File: config.mk
export PLATFORM = sky130hd
export DESIGN_NAME = sc_receiver
export DESIGN_NICKNAME = d
export VERILOG_FILES = /design/src/rtl/sc_pkg.sv /design/src/rtl/sc_receiver.sv
export SDC_FILE = /design/constraint.sdc
export NUM_CORES = 2
export LEC_CHECK = 0
export CORE_AREA = 2 2 652 654
export DETAILED_ROUTE_END_ITERATION = 7
export DIE_AREA = 0 0 654 656
export DONT_BUFFER_PORTS = 1
export PLACE_DENSITY = 0.3
export SLEW_MARGIN = 5
export SYNTH_ARGS = -nofsm -noshare
export SYNTH_HDL_FRONTEND = slang
export SYNTH_SLANG_ARGS = --single-unit
File: constraint.sdc
create_clock -name clk -period 5.2 [get_ports clk]
set_input_delay 0.78 -clock clk [delete_from_list [all_inputs] [get_ports clk]]
set_output_delay 0.78 -clock clk [all_outputs]
set_load 0.02 [all_outputs]
File: src/rtl/sc_pkg.sv
`default_nettype none
// ============================================================================
//  Module   : sc_pkg
//  Purpose  : Shared constants and types for the slow-control receive side:
//             frame length, field offsets of the transmitter frame map and the
//             receiver FSM state type.
//  Revision : 1.0  initial release
// ============================================================================
package sc_pkg;

  // Number of bits in one slow-control frame
  localparam int SC_FRAME_BITS = 829;

  // Field offsets (inclusive bit ranges) of the transmitter frame map
  localparam int SC_DAC2_LO    = 3;
  localparam int SC_DAC2_HI    = 12;
  localparam int SC_DAC1_LO    = 13;
  localparam int SC_DAC1_HI    = 22;
  localparam int SC_MASK_OR_LO = 27;
  localparam int SC_MASK_OR_HI = 154;
  localparam int SC_GLOBAL_LO  = 155;
  localparam int SC_GLOBAL_HI  = 188;
  localparam int SC_GAIN_LO    = 189;
  localparam int SC_GAIN_HI    = 764;
  localparam int SC_CTEST_LO   = 765;
  localparam int SC_CTEST_HI   = 828;

  // Receiver FSM states
  typedef enum logic [1:0] {
    ST_IDLE  = 2'd0,
    ST_SHIFT = 2'd1,
    ST_HOLD  = 2'd2
  } sc_state_t;

endpackage
`default_nettype wire

File: src/rtl/sc_receiver.sv
`default_nettype none
// ============================================================================
//  Module   : sc_receiver
//  Purpose  : Deserializes an LSB-first slow-control frame into a parallel
//             word, holds it until the host acknowledges it, and compares the
//             held frame against a host-supplied expected frame.
//  Revision : 1.0  initial release
// ============================================================================
module sc_receiver
  import sc_pkg::*;
#(
  parameter int FRAME_BITS = SC_FRAME_BITS,
  parameter int CNT_W      = 10
) (
  input  logic                  clk,
  input  logic                  rst,
  input  logic                  rstn_sc,
  input  logic                  sc_en,
  input  logic                  sc_d,
  input  logic                  frame_ack,
  input  logic [FRAME_BITS-1:0] exp_frame,
  output logic [FRAME_BITS-1:0] frame,
  output logic                  frame_valid,
  output logic                  match,
  output logic                  busy,
  output logic [CNT_W-1:0]      bit_cnt,
  output logic                  overflow
);

  // Count value reached when the last bit of a frame has been accepted
  localparam logic [CNT_W-1:0] FULL_CNT = CNT_W'(FRAME_BITS);
  localparam logic [CNT_W-1:0] ONE_CNT  = CNT_W'(1);

  // A one-bit frame is complete as soon as its first bit arrives
  localparam sc_state_t FIRST_BIT_STATE = (FRAME_BITS == 1) ? ST_HOLD : ST_SHIFT;

  sc_state_t             state;
  sc_state_t             state_nxt;
  logic [FRAME_BITS-1:0] sr;
  logic [FRAME_BITS-1:0] sr_shifted;
  logic [CNT_W-1:0]      cnt;
  logic [CNT_W-1:0]      cnt_nxt;
  logic                  ovf;
  logic                  ovf_nxt;
  logic                  take_bit;
  logic                  clear_sr;

  // New bits enter at the MSB and the register moves right, so after a full
  // frame the first bit received sits at bit 0.
  generate
    if (FRAME_BITS == 1) begin : g_single_bit
      assign sr_shifted = sc_d;
    end else begin : g_multi_bit
      assign sr_shifted = {sc_d, sr[FRAME_BITS-1:1]};
    end
  endgenerate

  // FSM state register
  always_ff @(posedge clk) begin
    if (rst) begin
      state <= ST_IDLE;
    end else begin
      state <= state_nxt;
    end
  end

  // Next-state, counter and control decode; a link frame reset overrides all
  always_comb begin
    state_nxt = state;
    cnt_nxt   = cnt;
    ovf_nxt   = ovf;
    take_bit  = 1'b0;
    clear_sr  = 1'b0;
    if (!rstn_sc) begin
      state_nxt = ST_IDLE;
      cnt_nxt   = '0;
      ovf_nxt   = 1'b0;
      clear_sr  = 1'b1;
    end else begin
      case (state)
        ST_IDLE: begin
          if (sc_en) begin
            take_bit  = 1'b1;
            cnt_nxt   = ONE_CNT;
            state_nxt = FIRST_BIT_STATE;
          end
        end
        ST_SHIFT: begin
          if (sc_en) begin
            take_bit = 1'b1;
            cnt_nxt  = cnt + ONE_CNT;
            if (cnt == FULL_CNT - ONE_CNT) begin
              state_nxt = ST_HOLD;
            end
          end
        end
        ST_HOLD: begin
          if (frame_ack) begin
            if (sc_en) begin
              // The coincident bit opens the next frame
              take_bit  = 1'b1;
              cnt_nxt   = ONE_CNT;
              state_nxt = FIRST_BIT_STATE;
            end else begin
              cnt_nxt   = '0;
              state_nxt = ST_IDLE;
            end
          end else if (sc_en) begin
            // No room: the held frame stays frozen and the bit is lost
            ovf_nxt = 1'b1;
          end
        end
        default: begin
          state_nxt = ST_IDLE;
          cnt_nxt   = '0;
        end
      endcase
    end
  end

  // Datapath registers: shift register, bit counter and sticky overflow
  always_ff @(posedge clk) begin
    if (rst) begin
      sr  <= '0;
      cnt <= '0;
      ovf <= 1'b0;
    end else begin
      cnt <= cnt_nxt;
      ovf <= ovf_nxt;
      if (clear_sr) begin
        sr <= '0;
      end else if (take_bit) begin
        sr <= sr_shifted;
      end
    end
  end

  assign frame       = sr;
  assign frame_valid = (state == ST_HOLD);
  assign busy        = (state == ST_SHIFT);
  assign bit_cnt     = cnt;
  assign overflow    = ovf;
  assign match       = frame_valid && (sr == exp_frame);

endmodule
`default_nettype wire

==> results.tsv <==
metric	value	unit
status	complete, but fails checks	
violations	max-capacitance violations, max-slew violations, negative setup slack	
syn_avg_cell_area	7.46	µm²
p_sw	5.56	mW
combPwrFrac	9.0	%
pwr_density_cell	319	mW/mm²
cts_inserted_buffers	140	
cap_violations	2	
drt_first_pass_iters	6	
slowest_stage	nand4_1	
wire_per_inst	57.2	µm
fillers	48600	
cts_tree	built	
start_util	9.31	%
grt_pass1_wl	780000	µm
routed_via_density	4.05	
io_pins	1678	
post-route-drc-count	0	
grt_usage	30.5	%
synth_top_area_share	42.9	%
root_buffer	clkbuf_16	
cp_common_cell	nand4_1	
fin_worst_skew	0.0486	ns
synth_flop_cell	dfxtp_1	
hold_viol	0	
fp.coreArea	0.422	mm²
synth_nets	6108	
power_frac_seq	35.3	%
drt_iter0_drc	5742	
drive_gt1_share	18.3	%
finalCritPeriodShare	112	%
hp-class	in2reg	
synthTopCellsByArea	dfxtp_1 43%, nand2_1 16%, a21oi_1 11%	
synth_cell_types	44	
routabilityCongestion	1.01	
rows	239	
critPathCaptureType	primary output	
wirelength	680000	µm
crit_buf_inv	4	
grt_pass1_vias	43600	
slowest_delay	0.86	ns
dpl_cell_area	0.0520	mm²
slew_headroom	-14.3	%
synth_edf_count	0	
async_reset_ff_share	0	%
grt_start_max_net_pins	132	
syn_area	0.0393	mm²
layout_commonest_cell	nand2_1	
dieArea	0.429	mm²
syn-instance-count	5271	
place_hpwl	606000	µm
p_leak	18.6	nW
syn2layout_area_growth	46.0	%
fin_worst_hold_slack	0.0757	ns
synth_seq_cells	842	
path_class	reg2out	
layout_setup_ws	-0.623	ns
layout.nets	6756	
clockPowerShare	55.7	%
antenna_left	0	
antenna_found_initial	349	
mostFrequentLayoutCells	1,672 x nand2_1, 844 x a21oi_1, 819 x dfxtp_1	
switching_share	30.4	%
gr-total-overflow	0	
drv_slew	9	
clkTransAtPathRegs	0.06	ns
die_height	656	µm
num_vias	48100	
synth_top_area_cell	dfxtp_1	
worstRegToRegCells	6	
clockBufferDepth	4	
seq_area_frac_synth	42.9	%
path_cells	xnor2_2, buf_8, nand4_1, nor4_4, nand4_1, nor4_2, buf_4, nand4_1, nor4_4, buf_12, buf_16	
crit_arrival	5.04	ns
peakVddDrop	222	µV
yosysWarnings	0	
design_area	0.0574	mm²
die_x	654	µm
p_int	12.7	mW
finalSetupViolCount	1	
port_buffers	0	
cts.sinks	842	
insertion_delay	0.89	ns
fin_crit	5.82	ns
crit_fanout	2	
worst_slew_pin_slew	1.71	ns
cp_top_family	simple AND/OR/NAND/NOR gates	
grt_setup_unrepaired	true	
htree_levels	4	
timing.fmax	172	MHz
critPathLaunchType	register	
cp.depth	11	
hold_depth	2	
cp.required	4.42	ns
[final cells by class]
cell class                      count  area, µm²  area share (%)
Sequential cell                   842      16900            29.4
Inverter                          383       1440            2.51
Antenna cell                      206        515           0.899
Tap cell                         5663       7090            12.4
Clock buffer                      189       3870            6.75
Multi-Input combinational cell   3767      20500            35.8
Clock inverter                     56        732            1.28
Timing Repair Buffer              785       6300            11.0
[per-layer routing]
metal	part of all wire (%)	track usage, %
met5	0.11	0
met4	5.8	14.5
met3	10	12.1
met2	48	51.7
met1	36	32.9
[final timing paths]
path	from	end	slack [ns]
setup / recovery	frame[536]$_SDFFE_PP0P_	match	-0.62
hold / removal	sc_en	state[0]$_SDFFE_PP0P_	0.08
setup reg to reg	state[0]$_SDFFE_PP0P_	frame[759]$_SDFFE_PP0P_	1.47
hold reg to reg	frame[778]$_SDFFE_PP0P_	frame[777]$_SDFFE_PP0P_	0.48
[cell families after synthesis]
logic type	Yosys count	synth area share [%]
buffers and inverters	662	6.33
flip-flops	842	42.9
AND/OR/NAND/NOR	2138	23.2
multiplexers	1	0.0255
AO/OA/AOI/OAI	1220	18.4
XOR/XNOR	406	9.05
adder cells (fa/ha/maj)	2	0.0637
[Yosys cell counts, types with 58 or more instances]
library cell,number
dfxtp_1,842
nand2b_1,98
nand2_1,1672
o22ai_1,126
nor4_1,108
xor2_1,215
nand4_1,92
a21oi_1,844
xnor2_1,191
clkbuf_1,258
inv_1,383
o2bb2ai_1,58
nor2b_1,104
[power by group through the flow]
stage                     combinational (mW)  sequential (mW)  clock (mW)
after floorplan                        0.537             6.60           0
after global placement                  1.63             6.60           0
after detailed placement                1.63             6.60           0
after CTS                               1.64             6.46        10.4
after global routing                    1.63             6.45        10.6
final                                   1.65             6.46        10.2
[worst reg2reg max path: cells and delay by family, from the launching register on]
family                 cells  cell delay [ns]
AOI/OAI and AO/OA          2             1.42
and+or+nand+nor            2             0.97
buffers and inverters      2             0.71
DFF                        1             0.37
[flip-flops by register name, indices dropped and copies added, names as in the netlist]
register  cells
state         2
frame       829
bit_cnt      10
overflow      1
[metrics by stage]
step | setup slack (ns) | instances | total power, mW | TNS (ns) | util (%)
after detailed placement | -0.691 | 11400 | 8.23 | -0.691 | 12.3
after global routing | -0.615 | 11800 | 18.7 | -0.615 | 13.5
after floorplan | 1.77 | 5271 | 7.13 | 0 | -
after global placement | -1.98 | 11400 | 8.23 | -1.98 | 12.3
after CTS | -0.622 | 11700 | 18.5 | -0.622 | 13.5
final | -0.623 | 11900 | 18.3 | -0.623 | 13.6
[timing repair]
item,CTS,global route
hold buffers,1,0
gates resized for setup,49,10
cloned,0,0
endpoints found under the hold margin,1,0
pin swaps,6,3
setup endpoints to repair,1,1
buffers inserted,0,0
(Power assumes the default switching activity.)
